### src/rtl/control_sequencer.sv
// rtl/control_sequencer.sv - hardwired multi-cycle control unit driving data_path strobes
module control_sequencer #(
   parameter int NREG = 16,
   parameter int OPW  = 5
) (
   input  logic            Clock,
   input  logic            clear,
   input  logic            Run,
   input  logic [31:0]     IR,
   output logic            PCout,
   output logic            MDRout,
   output logic            Zhighout,
   output logic            Zlowout,
   output logic            MARin,
   output logic            PCin,
   output logic            MDRin,
   output logic            IRin,
   output logic            Yin,
   output logic            ZHighin,
   output logic            Zlowin,
   output logic            HIin,
   output logic            LOin,
   output logic            Read,
   output logic            IncPC,
   output logic [OPW-1:0]  op,
   output logic [NREG-1:0] Rout,
   output logic [NREG-1:0] Rin,
   output logic            Done,
   output logic            Halted,
   output logic            Err,
   output logic [3:0]      State
);

   // State encoding, kept stable for debug tools that read State.
   localparam logic [3:0] S_IDLE = 4'd0;
   localparam logic [3:0] S_T0   = 4'd1;
   localparam logic [3:0] S_T1   = 4'd2;
   localparam logic [3:0] S_T2   = 4'd3;
   localparam logic [3:0] S_T3   = 4'd4;
   localparam logic [3:0] S_T4   = 4'd5;
   localparam logic [3:0] S_T5   = 4'd6;
   localparam logic [3:0] S_T6   = 4'd7;
   localparam logic [3:0] S_HALT = 4'd8;
   localparam logic [3:0] S_ERR  = 4'd9;

   localparam logic [4:0] OPC_NEG  = 5'b00101;
   localparam logic [4:0] OPC_NOT  = 5'b00110;
   localparam logic [4:0] OPC_MUL  = 5'b01111;
   localparam logic [4:0] OPC_DIV  = 5'b10000;
   localparam logic [4:0] OPC_NOP  = 5'b11010;
   localparam logic [4:0] OPC_HALT = 5'b11011;

   logic [3:0] state;
   logic [3:0] state_next;

   // Instruction fields; IR is only meaningful from T3 onward.
   logic [4:0] opc;
   logic [3:0] ra;
   logic [3:0] rb;
   logic [3:0] rc;
   logic       unused_ir;

   assign opc       = IR[31:27];
   assign ra        = IR[26:23];
   assign rb        = IR[22:19];
   assign rc        = IR[18:15];
   assign unused_ir = ^IR[14:0];

   // Opcode classes.
   logic is_bin;
   logic is_un;
   logic is_md;
   logic is_nop;
   logic is_halt;

   assign is_un   = (opc == OPC_NEG) || (opc == OPC_NOT);
   assign is_bin  = (opc <= 5'b00100) || ((opc >= 5'b00111) && (opc <= 5'b01110));
   assign is_md   = (opc == OPC_MUL) || (opc == OPC_DIV);
   assign is_nop  = (opc == OPC_NOP);
   assign is_halt = (opc == OPC_HALT);

   // One-hot register selects for the general-register buses.
   logic [NREG-1:0] sel_ra;
   logic [NREG-1:0] sel_rb;
   logic [NREG-1:0] sel_rc;
   logic [NREG-1:0] one;

   assign one    = {{(NREG-1){1'b0}}, 1'b1};
   assign sel_ra = one << ra;
   assign sel_rb = one << rb;
   assign sel_rc = one << rc;

   // Where to go after a completing T-state; Run is only looked at here and in IDLE.
   logic [3:0] after_done;
   assign after_done = Run ? S_T0 : S_IDLE;

   // State register; clear wins over everything else.
   always_ff @(posedge Clock) begin
      if (clear) begin
         state <= S_IDLE;
      end else begin
         state <= state_next;
      end
   end

   // Next-state selection by T-state and instruction class.
   always_comb begin
      state_next = state;
      case (state)
         S_IDLE: state_next = Run ? S_T0 : S_IDLE;
         S_T0:   state_next = S_T1;
         S_T1:   state_next = S_T2;
         S_T2:   state_next = S_T3;
         S_T3: begin
            if (is_bin || is_un || is_md) begin
               state_next = S_T4;
            end else if (is_nop) begin
               state_next = after_done;
            end else if (is_halt) begin
               state_next = S_HALT;
            end else begin
               state_next = S_ERR;
            end
         end
         S_T4: begin
            if (is_un) begin
               state_next = after_done;
            end else if (is_bin || is_md) begin
               state_next = S_T5;
            end else begin
               state_next = S_IDLE;
            end
         end
         S_T5: begin
            if (is_bin) begin
               state_next = after_done;
            end else if (is_md) begin
               state_next = S_T6;
            end else begin
               state_next = S_IDLE;
            end
         end
         S_T6:   state_next = after_done;
         S_HALT: state_next = S_HALT;
         S_ERR:  state_next = S_ERR;
         default: state_next = S_IDLE;
      endcase
   end

   // Moore strobe decode from the registered state and IR fields.
   always_comb begin
      PCout    = 1'b0;
      MDRout   = 1'b0;
      Zhighout = 1'b0;
      Zlowout  = 1'b0;
      MARin    = 1'b0;
      PCin     = 1'b0;
      MDRin    = 1'b0;
      IRin     = 1'b0;
      Yin      = 1'b0;
      ZHighin  = 1'b0;
      Zlowin   = 1'b0;
      HIin     = 1'b0;
      LOin     = 1'b0;
      Read     = 1'b0;
      IncPC    = 1'b0;
      op       = '0;
      Rout     = '0;
      Rin      = '0;
      Done     = 1'b0;
      case (state)
         S_T0: begin
            PCout  = 1'b1;
            MARin  = 1'b1;
            IncPC  = 1'b1;
            Zlowin = 1'b1;
         end
         S_T1: begin
            Zlowout = 1'b1;
            PCin    = 1'b1;
            Read    = 1'b1;
            MDRin   = 1'b1;
         end
         S_T2: begin
            MDRout = 1'b1;
            IRin   = 1'b1;
         end
         S_T3: begin
            if (is_bin) begin
               Rout = sel_rb;
               Yin  = 1'b1;
            end else if (is_un) begin
               Rout    = sel_rb;
               op      = OPW'(opc);
               ZHighin = 1'b1;
               Zlowin  = 1'b1;
            end else if (is_md) begin
               Rout = sel_ra;
               Yin  = 1'b1;
            end else if (is_nop || is_halt) begin
               Done = 1'b1;
            end
         end
         S_T4: begin
            if (is_bin) begin
               Rout    = sel_rc;
               op      = OPW'(opc);
               ZHighin = 1'b1;
               Zlowin  = 1'b1;
            end else if (is_un) begin
               Zlowout = 1'b1;
               Rin     = sel_ra;
               Done    = 1'b1;
            end else if (is_md) begin
               Rout    = sel_rb;
               op      = OPW'(opc);
               ZHighin = 1'b1;
               Zlowin  = 1'b1;
            end
         end
         S_T5: begin
            if (is_bin) begin
               Zlowout = 1'b1;
               Rin     = sel_ra;
               Done    = 1'b1;
            end else if (is_md) begin
               Zlowout = 1'b1;
               LOin    = 1'b1;
            end
         end
         S_T6: begin
            if (is_md) begin
               Zhighout = 1'b1;
               HIin     = 1'b1;
               Done     = 1'b1;
            end
         end
         default: begin
         end
      endcase
   end

   // HALT and ERR are terminal until clear, so the flags follow the state directly.
   assign Halted = (state == S_HALT);
   assign Err    = (state == S_ERR);
   assign State  = state;

endmodule

### config.mk
export PLATFORM = sky130hd
export DESIGN_NAME = control_sequencer
export DESIGN_NICKNAME = d
export VERILOG_FILES = /design/src/rtl/control_sequencer.sv
export SDC_FILE = /design/constraint.sdc
export NUM_CORES = 1
export LEC_CHECK = 0
export BUFFER_PORTS_ARGS = -buffer_cell sky130_fd_sc_hd__buf_2
export CORE_MARGIN = 1
export CORE_UTILIZATION = 44
export DETAILED_ROUTE_END_ITERATION = 10
export GPL_ROUTABILITY_DRIVEN = 0
export PLACE_DENSITY = 0.81
export SETUP_SLACK_MARGIN = 0.15
export SLEW_MARGIN = 20
export SYNTH_ARGS = -nofsm -noshare
export SYNTH_HDL_FRONTEND = slang
export SYNTH_SLANG_ARGS = --single-unit
### constraint.sdc
create_clock -name Clock -period 3.11 [get_ports Clock]
set_input_delay 0.622 -clock Clock [delete_from_list [all_inputs] [get_ports Clock]]
set_output_delay 0.622 -clock Clock [all_outputs]
set_load 0.01 [all_outputs]
-- Word level (Yosys, flattened, before mapping)
Cells that the tools add are included.
- order comparisons: 3
- equality and inequality tests: 15
- shifts and indexed selects: 3
- mux-type cells: 48
- reduce and logical (&&, ||, !) cells: 10
- operators with widths (cell ; count):
    $mux W16 ; 9
    $pmux W16 S2 ; 2
    $shl A1 B4 Y16 const A ; 3
    $pmux W4 S9 ; 1
    $mux W5 ; 5
    $mux W1 ; 20
    $eq A4 B3 Y1 const B ; 4
    $eq A5 B5 Y1 const B ; 3
    $mux W3 ; 4
    $eq A5 B3 Y1 const B ; 2
    $pmux W5 S2 ; 1
    $eq A4 B2 Y1 const B ; 2
    $eq A4 B4 Y1 const B ; 2
    $mux W4 ; 2
    $logic_or A1 B1 Y1 ; 7
    $pmux W1 S3 ; 2
    $eq A5 B4 Y1 const B ; 1
    $ge A5 B3 Y1 const B ; 1
    $le A5 B3 Y1 const B ; 1
    $le A5 B4 Y1 const B ; 1
    $eq A4 B1 Y1 const B ; 1
    $logic_not A4 Y1 ; 1
    $pmux W1 S4 ; 1
    $pmux W1 S2 ; 1
    other kinds (2) ; 2
- flip-flop bits (word level): 4
- input bits: 35
- word-level logic and storage cells: 80

-- Depth between registers and ports, before layout
Gate-level depths: netlist of the first run.
- word-level depth: 7
- gate-level depth with buffers: 7
- mapped depth without buffers: 4

-- Least setup slack after synthesis of the first run
Ideal clock, no wire load.
- path type: input port to output port
- start point: in IR[29]
- end point: out Rout[10]
- arrival: 2.232 ns
- data required time: 2.488 ns
- setup slack: 0.256 ns
- stages on the path: 6
- cells stage by stage: buf_6 -> or4b_4 -> o22a_4 -> or3_1 -> clkbuf_2 -> o221ai_1
- cells in the longest elaborated chain, start to end: 6
- elaborated cells on any way between the ends: 18
- those cells by class: order compare: 3; eq/ne: 4; mux: 7; reduce/logical: 4
- RTL lines (item ; RTL line ; RTL):
    start: declaration ; 9 ; input logic [31:0] IR,
    branches (longest 5 deep; another with $ge A5 B3 Y1) ; -- ;
    $pmux W16 S2 * ; 171 ; case (state)
    end: declaration ; 26 ; output logic [NREG-1:0] Rout,
Every way passes the cells marked *.

-- Worst setup path in the final report of the first run
Same ends and word-level chain as after synthesis.

==> summary.txt, run 1 <==
STA
  • Setup-violating endpoint count in the final report: 0
  • Highest clock frequency the design can meet: around 330 MHz
  • Final Critical Period: 2.99 ns
  • Sum Neg Setup Slack: 0 ns
  • Unrepaired setup endpoints after global routing: yes
  • Worst hold slack after final layout: 0.677 ns
  • Final clock skew: 0.00405 ns
  • Final count of hold timing violations: 0
  • Relative slew margins: 0.608
  • Final period utilization: 0.962
  • Transition at the pin with the smallest max-transition slack: 0.585 ns
  • Final count of pins violating max slew: 0

Detailed routing
  • Detailed-route wire length per cell: 14.6 um
  • Per-cell via count in the routed design: 5.96
  • Number of design rule violations left after detail routing: 0
  • Wire length reported by the detailed router: roughly 5200 um
  • Initial drt markers: roughly 160
  • Number of routed nets with antenna violations: 0
  • Routed via count: between 2000 and 2500
  • Drt pass-1 iters: 6

Global route
  • Number of antenna violations at the first check in global routing: 0
  • Wire length of the first global-routing pass: 7680 um
  • Leftover overflow at the end of global routing: 0
  • Pin count of the biggest net entering global routing: 19
  • Via count of the first global-routing pass: between 1500 and 2000
  • GRT Overall Usage: 0.273

Synth
  • FFs w/ async S/R, synth: 0
  • Post-Syn Nets: roughly 280
  • Top cell type by total area after synthesis: nor2_1
  • Synth Instances: 241
  • Number of distinct library cell variants in the gate-level netlist after synthesis: 54
  • Mean post-synth cell area: 6.33 um^2
  • Count of flip-flops with a built-in enable after synthesis: 0
  • Synth warnings: 0
  • Post-synthesis sequential element count: 4
  • Proportion of synthesized chip area in sequential cells: 0.0525
  • Post-synth top area share: 0.133
  • Main synth FF type: dfxtp_1
  • Area contributors post-synth: nor2_1 13%, mux2i_1 10%, o221ai_1 8.0%, nor3_1 7.2%, nand2_1 5.9%
  • Mapped cell area: ~0.0015 mm^2

CTS
  • Count of H-tree levels built during CTS: 1
  • Buffer levels on the longest clock path: 2
  • Clock latency at the later pin of the worst-skew pair: about 0.24 ns
  • CTS sink count: 4
  • Clock transition at the register clock pins on the worst setup and hold paths after CTS: 0.04 ns
  • TritonCTS Buffers: 3
  • Clock tree from TritonCTS: yes
  • Cell chosen for the clock root: clkbuf_4

Hold path
  • Hold crit path type: in2reg
  • Hold Path Depth: 3
  • Sink of the worst hold path: State[0]$_SDFF_PP0_
  • Min-delay src: Run

Worst setup path
  • Critical R2R Capture: State[0]$_SDFF_PP0_
  • Worst Reg-to-Reg Cells: 5
  • Arrival time of the worst setup path: ~2.4 ns
  • Cell chain of the critical path: buf_6 > or4b_4 > o22a_4 > or3_4 > o221ai_1 > buf_2
  • Type of destination of the critical path: primary output
  • R2R Path Start: State[3]$_SDFF_PP0_
  • Worst Setup Start Kind: input port
  • Biggest cell delay along the critical path: between 0.5 and 0.6 ns
  • Critical-path cell with the highest stage delay: or4b_4
  • Data required time of the critical path: 2.49 ns
  • Flop-to-flop setup slack: 1.45 ns
  • Crit Path Class: in2out
  • Peak fanout along the critical path: 7

Power and ir drop
  • Clk network pwr share: 0.183
  • Total power density per cell area: around 180 mW/mm^2
  • Net switching fraction of the power: 0.471
  • Comb pwr share: 0.630
  • Leakage dissipation: 0.933 nW
  • Sequential share of power: 0.187
  • Power spent charging and discharging nets: between 0.00015 and 0.0002 W
  • Max IR drop VDD: 0.000112 V
  • Int Pwr: 0.000195 W

Layout
  • Most common cell after layout, fill and taps aside: buf_2
  • Number of flip-flops in the largest register: 4
  • Count of filler cells inserted in the layout: 358
  • Net count reported at finish: 347
  • ANT cells: 0
  • Area Overhead vs Synth: 31.3%
  • Design Area, Final: roughly 0.002 mm^2
  • Leading cell types in the layout, fill and taps excluded: 76 x buf_2, 54 x nor2_1, 24 x nand2_1, 21 x nor3_1, 16 x mux2i_1
  • Share of cells above drive strength 1: 0.371

Place
  • Detailed placer's ending HPWL: roughly 3900 um
  • Cell area after placement: 0.00190 mm^2
  • # port buffers: 78

Floorplan
  • Die width: 60.9 um
  • IO Count: 94
  • Area of the core: 0.00334 mm^2
  • Initial Util: 0.457
  • Standard-cell row count: 21
  • Die area: 0.00371 mm^2
  • Floorplan die height: 60.9 um

Outcome
  • Status: finished clean

Flow run
  • Max-cap violations: 0
[layer usage]
| metal | vias up | share of wire | track usage |
|---|---|---|---|
| met5 | - | 0 | 0 |
| met4 | 0 | 0.014 | 0.0974 |
| met3 | 8 | 0.071 | 0.0341 |
| met2 | 106 | 0.47 | 0.433 |
| met1 | 981 | 0.45 | 0.377 |
| li1 | 1028 | - | - |
[synthesized netlist by cell type (2+ instances only)]
cell type	instances
nor2b_1	2
buf_4	10
o221ai_1	14
a211oi_1	2
a21o_1	2
nand2_1	24
a31oi_1	2
nor4_1	6
a21oi_1	2
o21ai_0	6
or3_1	4
or2_2	2
nor2_1	54
clkbuf_1	7
dfxtp_1	4
mux2i_1	16
or3b_2	2
buf_6	4
nand3_1	3
nor3_1	22
nand2b_1	12
buf_2	3
nand3b_1	4
a21boi_0	3
xor2_1	2
[how the worst max path moves through the flow]
stage | from | to | cells past startpoint
6_report | IR[29] | Rout[10] | 6
5_1_grt | IR[29] | Rout[10] | 6
3_5_place_dp | IR[28] | Rout[6] | 6
4_1_cts | IR[28] | Rout[10] | 6
3_3_place_gp | IR[28] | Rout[6] | 6
2_1_floorplan | IR[29] | Rout[10] | 6
[power by group through the flow]
stage | registers, W | logic [W] | clock network (W)
detailed placement | 0.0000688 | 0.000219 | 0
finish | 0.0000689 | 0.000232 | 0.0000675
global placement | 0.0000678 | 0.000214 | 0
global route | 0.0000693 | 0.000255 | 0.0000678
floorplan | 0.0000690 | 0.000159 | 0
CTS | 0.0000681 | 0.000221 | 0.0000678
[critical path, delay by kind of cell]
kind / cells / cell delay (ns)
and+or+nand+nor: 2 / 0.99
AOI/OAI and AO/OA: 2 / 0.49
buffers and inverters: 2 / 0.26
[kinds of logic after synthesis]
family                 Yosys count  share of synthesized area
buffers and inverters           26                      0.111
flip-flops                       4                     0.0525
multiplexers                    17                      0.112
AND/OR/NAND/NOR                144                      0.463
AO/OA/AOI/OAI                   47                      0.243
XOR/XNOR                         3                     0.0172
[metrics by stage]
step	instances	power [W]	worst slack, ns	util
3_5_place_dp	351	0.000287	0.0543	0.570
2_1_floorplan	241	0.000228	0.256	-
4_1_cts	354	0.000357	0.150	0.582
3_3_place_gp	351	0.000282	0.0505	0.570
5_1_grt	356	0.000392	0.0862	0.601
6_report	356	0.000368	0.120	0.601
[cell type report]
class | instances | area, um^2 | area share
Clock buffer | 3 | 22.5 | 0.0112
Timing Repair Buffer | 91 | 513 | 0.256
Multi-Input combinational cell | 211 | 1330 | 0.662
Inverter | 1 | 3.75 | 0.00187
Tap cell | 46 | 57.6 | 0.0287
Sequential cell | 4 | 80.1 | 0.0400
[timing repair]
item,4_1_cts,5_1_grt
hold buffers,0,0
endpoints found under the setup margin,8,26
pin swaps,1,5
setup buffers,0,2
resized for setup,3,9
cloned,0,0
Power figures use the tool's default switching activity.
==> inputs of run 2 (changes only) <==
==> constraint.sdc (replaced) <==
create_clock -name Clock -period 3.4 [get_ports Clock]
set_input_delay 0.68 -clock Clock [delete_from_list [all_inputs] [get_ports Clock]]
set_output_delay 0.68 -clock Clock [all_outputs]
set_load 0.1 [all_outputs]
==> run 2 against run 1 <==
Against the previous run: the flow now finishes with violations (design-rule violations); die area is the same; sequential power is 1% higher; sequential cell count unchanged; final area increased by 48%.
==> summary.txt, run 2 (same netlist as run 1, synthesis figures left out) <==
Global route
  • Via count of the first global-routing pass: 2087 (+23%)
  • Pin count of the biggest net entering global routing: 20 (+1)
  • Number of antenna violations at the first check in global routing: 0 (unchanged)
  • Leftover overflow at the end of global routing: 0 (unchanged)
  • Wire length of the first global-routing pass: 10200 um (+33%)
  • GRT Overall Usage: 0.370 (+0.0970)

Power and ir drop
  • Max IR drop VDD: 0.000181 V (+61%)
  • Power Total: 0.000584 W (+59%)
  • Total power density per cell area: 197 mW/mm^2 (+7.0%)
  • Leakage dissipation: 1.10 nW (+18%)

Layout
  • Number of flip-flops in the largest register: 4 (unchanged)
  • Area Overhead vs Synth: 94.6%
  • ANT cells: 0 (unchanged)
  • Share of cells above drive strength 1: 0.530 (+0.159)
  • Leading cell types in the layout, fill and taps excluded: 44 x buf_2, 36 x buf_12, 33 x nor2_1, 24 x nand2_1, 17 x nor3_1
  • Net count reported at finish: 351 (+1.2%)
  • Most common cell after layout, fill and taps aside: buf_2
  • Core utilization of the finished layout: 0.890 (+0.289)

Outcome
  • Status: finished with violations
  • Violations in the final reports: design-rule violations

Hold path
  • Hold crit path type: reg2reg

Worst setup path
  • CP top delay family: simple AND/OR/NAND/NOR gates
  • Worst Setup Start Kind: input port
  • Type of destination of the critical path: primary output
  • Arrival time of the worst setup path: 2.53 ns (+0.16 ns)
  • Critical-path cell with the highest stage delay: or4b_4
  • Biggest cell delay along the critical path: 0.54 ns (about the same)
  • Cell chain of the critical path: buf_2 > or4b_4 > buf_4 > o22ai_1 > buf_4 > nand3_4 > o221ai_4 > buf_12
  • Most used cell along the critical path: buf_4
  • Crit path buffers/inverters: 4 (+2)
  • Peak fanout along the critical path: 6 (-1)
  • Crit Path Class: in2out
  • Data required time of the critical path: 2.72 ns (+0.23 ns)

Floorplan
  • Floorplan die height: 60.9 um (unchanged)
  • Die width: 60.9 um (unchanged)
  • Die area: 0.00371 mm^2 (unchanged)
  • IO Count: 94 (unchanged)
  • Area of the core: 0.00334 mm^2 (unchanged)
  • Initial Util: 0.457 (unchanged)
  • Standard-cell row count: 21 (unchanged)

CTS
  • TritonCTS Buffers: 3 (unchanged)
  • CTS sink count: 4 (unchanged)
  • Clock tree from TritonCTS: yes
  • Post-CTS Hold Fix Bufs: 0 (unchanged)
  • Clock latency at the later pin of the worst-skew pair: 0.25 ns (about the same)
  • Cell chosen for the clock root: clkbuf_4
  • Count of H-tree levels built during CTS: 1 (unchanged)
  • Buffer levels on the longest clock path: 2 (unchanged)
  • Clock transition at the register clock pins on the worst setup and hold paths after CTS: 0.05 ns (about the same)

STA
  • Final count of pins violating max slew: 0 (unchanged)
  • Highest clock frequency the design can meet: between 300 and 400 MHz
  • Final clock skew: 0.00242 ns (-0.00163 ns)
  • Unrepaired setup endpoints after global routing: no
  • Transition at the pin with the smallest max-transition slack: 0.637 ns (+0.0519 ns)
  • Relative slew margins: 0.564 (-0.0438)
  • Final period utilization: 0.943
  • Final count of hold timing violations: 0 (unchanged)
  • Setup-violating endpoint count in the final report: 0 (unchanged)
  • Final Critical Period: approximately 3.2 ns
  • Sum Neg Setup Slack: 0 ns (unchanged)
  • Crit path setup slack, layout: 0.193 ns (+0.0731 ns)

Place
  • # port buffers: 78 (unchanged)
  • Post-placement worst setup slack: 0.0817 ns (+0.0274 ns)
  • Detailed placer's ending HPWL: 5190 um (+35%)

Detailed routing
  • Routed via count: 2278 (+7.3%)
  • Detailed-route wire length per cell: 18.2 um (+25%)
  • Wire length reported by the detailed router: 6560 um (+26%)
  • Number of design rule violations left after detail routing: 2 (+2)
  • Number of routed nets with antenna violations: 0 (unchanged)
  • Per-cell via count in the routed design: 6.31 (+5.8%)
  • Drt pass-1 iters: 10 (+4)
  • Initial drt markers: 177 (+8.6%)

Flow run
  • Max-cap violations: 0 (unchanged)
[run 2: repair_timing]
item,in CTS,in global routing
resized for setup,2,0
setup endpoints to repair,8,1
setup buffers,0,2
pin swaps,0,1
[run 2: worst register-to-register path, cell delays in order, from the launching register on]
cell and delay, ns:
dfxtp_2 0.60, nand2b_1 0.20, buf_4 0.19, o21ai_0 0.11
o41ai_1 0.38, a31oi_1 0.13
[run 2: final timing paths]
kind | from | endpoint | slack, ns | depth (start not counted)
setup / recovery | IR[28] | Rout[5] | 0.19 | 8
hold / removal | State[2]$_SDFF_PP0_ | State[1]$_SDFF_PP0_ | 0.65 | 2
setup reg to reg | State[3]$_SDFF_PP0_ | State[0]$_SDFF_PP0_ | 1.68 | 5
hold reg to reg | State[2]$_SDFF_PP0_ | State[1]$_SDFF_PP0_ | 0.65 | 2
[run 2: final cells by class]
class | instances | area [um^2]
Tap cell | 46 | 57.6
Inverter | 1 | 3.75
Fill cell | 148 | 367
Timing Repair Buffer | 95 | 1050
Clock buffer | 4 | 26.3
Sequential cell | 4 | 87.6
Multi-Input combinational cell | 211 | 1740
[run 2: where the power goes]
group,switching (W),total (W),leakage [nW],internal (W)
logic,0.000337,0.000442,1.05,0.000104
clock network,0.0000282,0.0000729,0.0150,0.0000446
registers,0.0000155,0.0000698,0.0347,0.0000543
total,0.000381,0.000584,1.10,0.000203
[run 2: stage by stage]
stage	area (um^2)	instances	hold slack (ns)
2_1_floorplan	2010	241	0.827
5_1_grt	2970	361	0.686
4_1_cts	2960	359	0.646
3_3_place_gp	2920	355	0.643
6_report	2970	361	0.649
3_5_place_dp	2920	355	0.641
[run 2: layer usage]
layer,track usage,share of wire,vias to the layer above
li1,-,-,1044
met1,0.463,0.39,1066
met2,0.623,0.52,144
met3,0.0746,0.075,24
met4,0.140,0.018,0
met5,0,0,-
==> inputs of run 3 (changes only) <==
--- a/config.mk
+++ b/config.mk
@@ -10,7 +10,7 @@
 export CORE_UTILIZATION = 44
 export DETAILED_ROUTE_END_ITERATION = 10
 export GPL_ROUTABILITY_DRIVEN = 0
-export PLACE_DENSITY = 0.81
+export PLACE_DENSITY = 0.93
 export SETUP_SLACK_MARGIN = 0.15
 export SLEW_MARGIN = 20
 export SYNTH_ARGS = -nofsm -noshare
==> run 3 against run 2 <==
Against the previous run: the flow now finishes without violations; count of clock-buffer cells in the layout did not move; critical path depth fell by 2; fmax fell by 1.5%; cell count fell by 0.55%; via count rose by 1.4%; combinational power barely moved; sequential power rose by 2%; sequential share of layout area barely moved; core utilization fell by 0.52 points; worst hold slack improved by 0.059 ns; worst setup slack got worse by 0.050 ns; non-clock buffer count fell by 2.
==> summary.txt, run 3 (same netlist as run 1, synthesis figures left out) <==
Outcome
  • Status: finished clean

Floorplan
  • Die width: 60.9 um (unchanged)
  • IO Count: 94 (unchanged)
  • Standard-cell row count: 21 (unchanged)
  • Area of the core: 0.00334 mm^2 (unchanged)
  • Initial Util: 0.457 (unchanged)
  • Floorplan die height: 60.9 um (unchanged)
  • Die area: 0.00371 mm^2 (unchanged)

Global route
  • Via count of the first global-routing pass: 2071 (-0.77%)
  • Pin count of the biggest net entering global routing: 20 (unchanged)
  • GRT Overall Usage: 0.389 (+0.0198)
  • Number of antenna violations at the first check in global routing: 0 (unchanged)
  • Leftover overflow at the end of global routing: 0 (unchanged)
  • Wire length of the first global-routing pass: 10600 um (+3.4%)

STA
  • Highest clock frequency the design can meet: 307 MHz (-1.5%)
  • Final Critical Period: 3.26 ns (+0.0499 ns)
  • Crit path setup slack, layout: 0.143 ns (-0.0499 ns)
  • Final count of pins violating max slew: 0 (unchanged)
  • Relative slew margins: 0.634 (+0.0702)
  • Final count of hold timing violations: 0 (unchanged)
  • Final clock skew: 0.00324 ns (+0.000818 ns)
  • Setup-violating endpoint count in the final report: 0 (unchanged)
  • Unrepaired setup endpoints after global routing: yes
  • Final period utilization: 0.958 (+0.0147)
  • Transition at the pin with the smallest max-transition slack: 0.547 ns (-0.0902 ns)

Worst setup path
  • Data required time of the critical path: 2.72 ns (about the same)
  • Cell chain of the critical path: buf_2 > or4b_4 > o22a_4 > or3_4 > o221ai_2 > buf_12
  • Worst Setup Start Kind: input port
  • Crit path buffers/inverters: 2 (-2)
  • Flop-to-flop setup slack: 1.64 ns (-0.04 ns)
  • Type of destination of the critical path: primary output
  • Critical R2R Capture: State[0]$_SDFF_PP0_
  • Biggest cell delay along the critical path: 0.54 ns (about the same)
  • CP top delay family: simple AND/OR/NAND/NOR gates
  • Worst Reg-to-Reg Cells: 5 (unchanged)
  • Critical Path Stages: 6 (-2)
  • Crit Path Class: in2out
  • Destination of the critical timing path: Rout[0]
  • Arrival time of the worst setup path: 2.58 ns (+0.05 ns)
  • Critical-path cell with the highest stage delay: or4b_4
  • Critical path launch point: IR[28]
  • Peak fanout along the critical path: 7 (+1)
  • R2R Path Start: State[3]$_SDFF_PP0_

Detailed routing
  • Per-cell via count in the routed design: 6.43 (+1.9%)
  • Number of routed nets with antenna violations: 0 (unchanged)
  • Initial drt markers: 237 (+34%)
  • Routed via count: 2309 (+1.4%)
  • Drt pass-1 iters: 5 (-5)
  • Detailed-route wire length per cell: 19.5 um (+7.3%)
  • Number of design rule violations left after detail routing: 0 (-2)
  • Wire length reported by the detailed router: 7000 um (+6.7%)

Layout
  • Core utilization of the finished layout: 0.885 (-0.00525)
  • Most common cell after layout, fill and taps aside: buf_2
  • Share of cells above drive strength 1: 0.527 (-0.00300)
  • ANT cells: 0 (unchanged)
  • Net count reported at finish: 349 (-0.57%)
  • Area Overhead vs Synth: 93.4%
  • Leading cell types in the layout, fill and taps excluded: 45 x buf_2, 35 x buf_12, 33 x nor2_1, 24 x nand2_1, 17 x nor3_1
  • Count of filler cells inserted in the layout: 160 (+8.1%)
  • Number of flip-flops in the largest register: 4 (unchanged)

Place
  • # port buffers: 78 (unchanged)
  • Post-placement worst setup slack: 0.0492 ns (-0.0325 ns)
  • Detailed placer's ending HPWL: 5470 um (+5.4%)

CTS
  • Cell chosen for the clock root: clkbuf_4
  • Clock tree from TritonCTS: yes
  • Count of H-tree levels built during CTS: 1 (unchanged)
  • Post-CTS Hold Fix Bufs: 0 (unchanged)
  • TritonCTS Buffers: 3 (unchanged)
  • Clock latency at the later pin of the worst-skew pair: 0.26 ns (about the same)
  • Buffer levels on the longest clock path: 2 (unchanged)
  • Clock transition at the register clock pins on the worst setup and hold paths after CTS: 0.04 ns (about the same)
  • CTS sink count: 4 (unchanged)

Flow run
  • Max-cap violations: 0 (unchanged)

Power and ir drop
  • Leakage dissipation: 1.09 nW (-0.93%)
  • Total power density per cell area: 199 mW/mm^2 (+0.93%)
  • Max IR drop VDD: 0.000206 V (+14%)

Hold path
  • Hold crit path type: in2reg
==> run 3: worst min-delay path by stage <==
| stage | startpoint | endpoint | slack, ns | cells after the start |
|---|---|---|---|---|
| after floorplan | clear | State[2]$_SDFF_PP0_ | 0.83 | 2 |
| after global placement | State[2]$_SDFF_PP0_ | State[1]$_SDFF_PP0_ | 0.64 | 2 |
| after detailed placement | State[2]$_SDFF_PP0_ | State[1]$_SDFF_PP0_ | 0.67 | 2 |
| after CTS | State[2]$_SDFF_PP0_ | State[1]$_SDFF_PP0_ | 0.69 | 2 |
| after global routing | Run | State[0]$_SDFF_PP0_ | 0.71 | 3 |
| final | Run | State[0]$_SDFF_PP0_ | 0.71 | 3 |
==> run 3: repair_timing <==
action / in CTS / in global routing
endpoints found under the setup margin: 7 / 5
pin swaps: 0 / 0
hold endpoints to repair: 0 / 0
buffers inserted: 0 / 0
resized for setup: 1 / 2
==> run 3: final cells by class <==
cell class                 count  area [um^2]  share of cell area
multi-input combinational    211         1750               0.594
timing repair buffer          93         1020               0.347
tap                           46         57.6              0.0195
sequential                     4         87.6              0.0297
clock buffer                   4         26.3             0.00890
inverter                       1         3.75             0.00127
==> run 3: through the flow <==
step | power [W] | setup TNS, ns | cells | hold WS [ns] | cell area [um^2]
after floorplan | 0.000426 | -1.79 | 241 | 0.827 | 2010
after global placement | 0.000487 | 0 | 355 | 0.639 | 2910
after detailed placement | 0.000501 | 0 | 355 | 0.672 | 2910
after CTS | 0.000577 | 0 | 359 | 0.692 | 2940
after global routing | 0.000603 | 0 | 359 | 0.711 | 2950
final | 0.000586 | 0 | 359 | 0.708 | 2950
==> run 3: worst reg2reg max path, delay by kind of cell (launching register included) <==
kind / cells / cell delay, ns
DFF: 1 / 0.61
and+or+nand+nor: 1 / 0.20
AOI/OAI and AO/OA: 3 / 0.63
buffers and inverters: 1 / 0.19
==> run 3: where the power goes <==
part,internal (W),leakage [nW],switching (W)
Sequential,0.0000543,0.0347,0.0000169
Combinational,0.000101,1.04,0.000340
Clock,0.0000447,0.0150,0.0000293
Total,0.000200,1.09,0.000386
==> run 3: layer usage <==
layer / wire (um) / part of all wire / up-vias / track usage
met3: 507 / 0.072 / 35 / 0.0768
met1: 2730 / 0.39 / 1068 / 0.490
met5: 0 / 0 / - / 0
li1: - / - / 1035 / -
met4: 270 / 0.039 / 0 / 0.175
met2: 3490 / 0.50 / 171 / 0.642
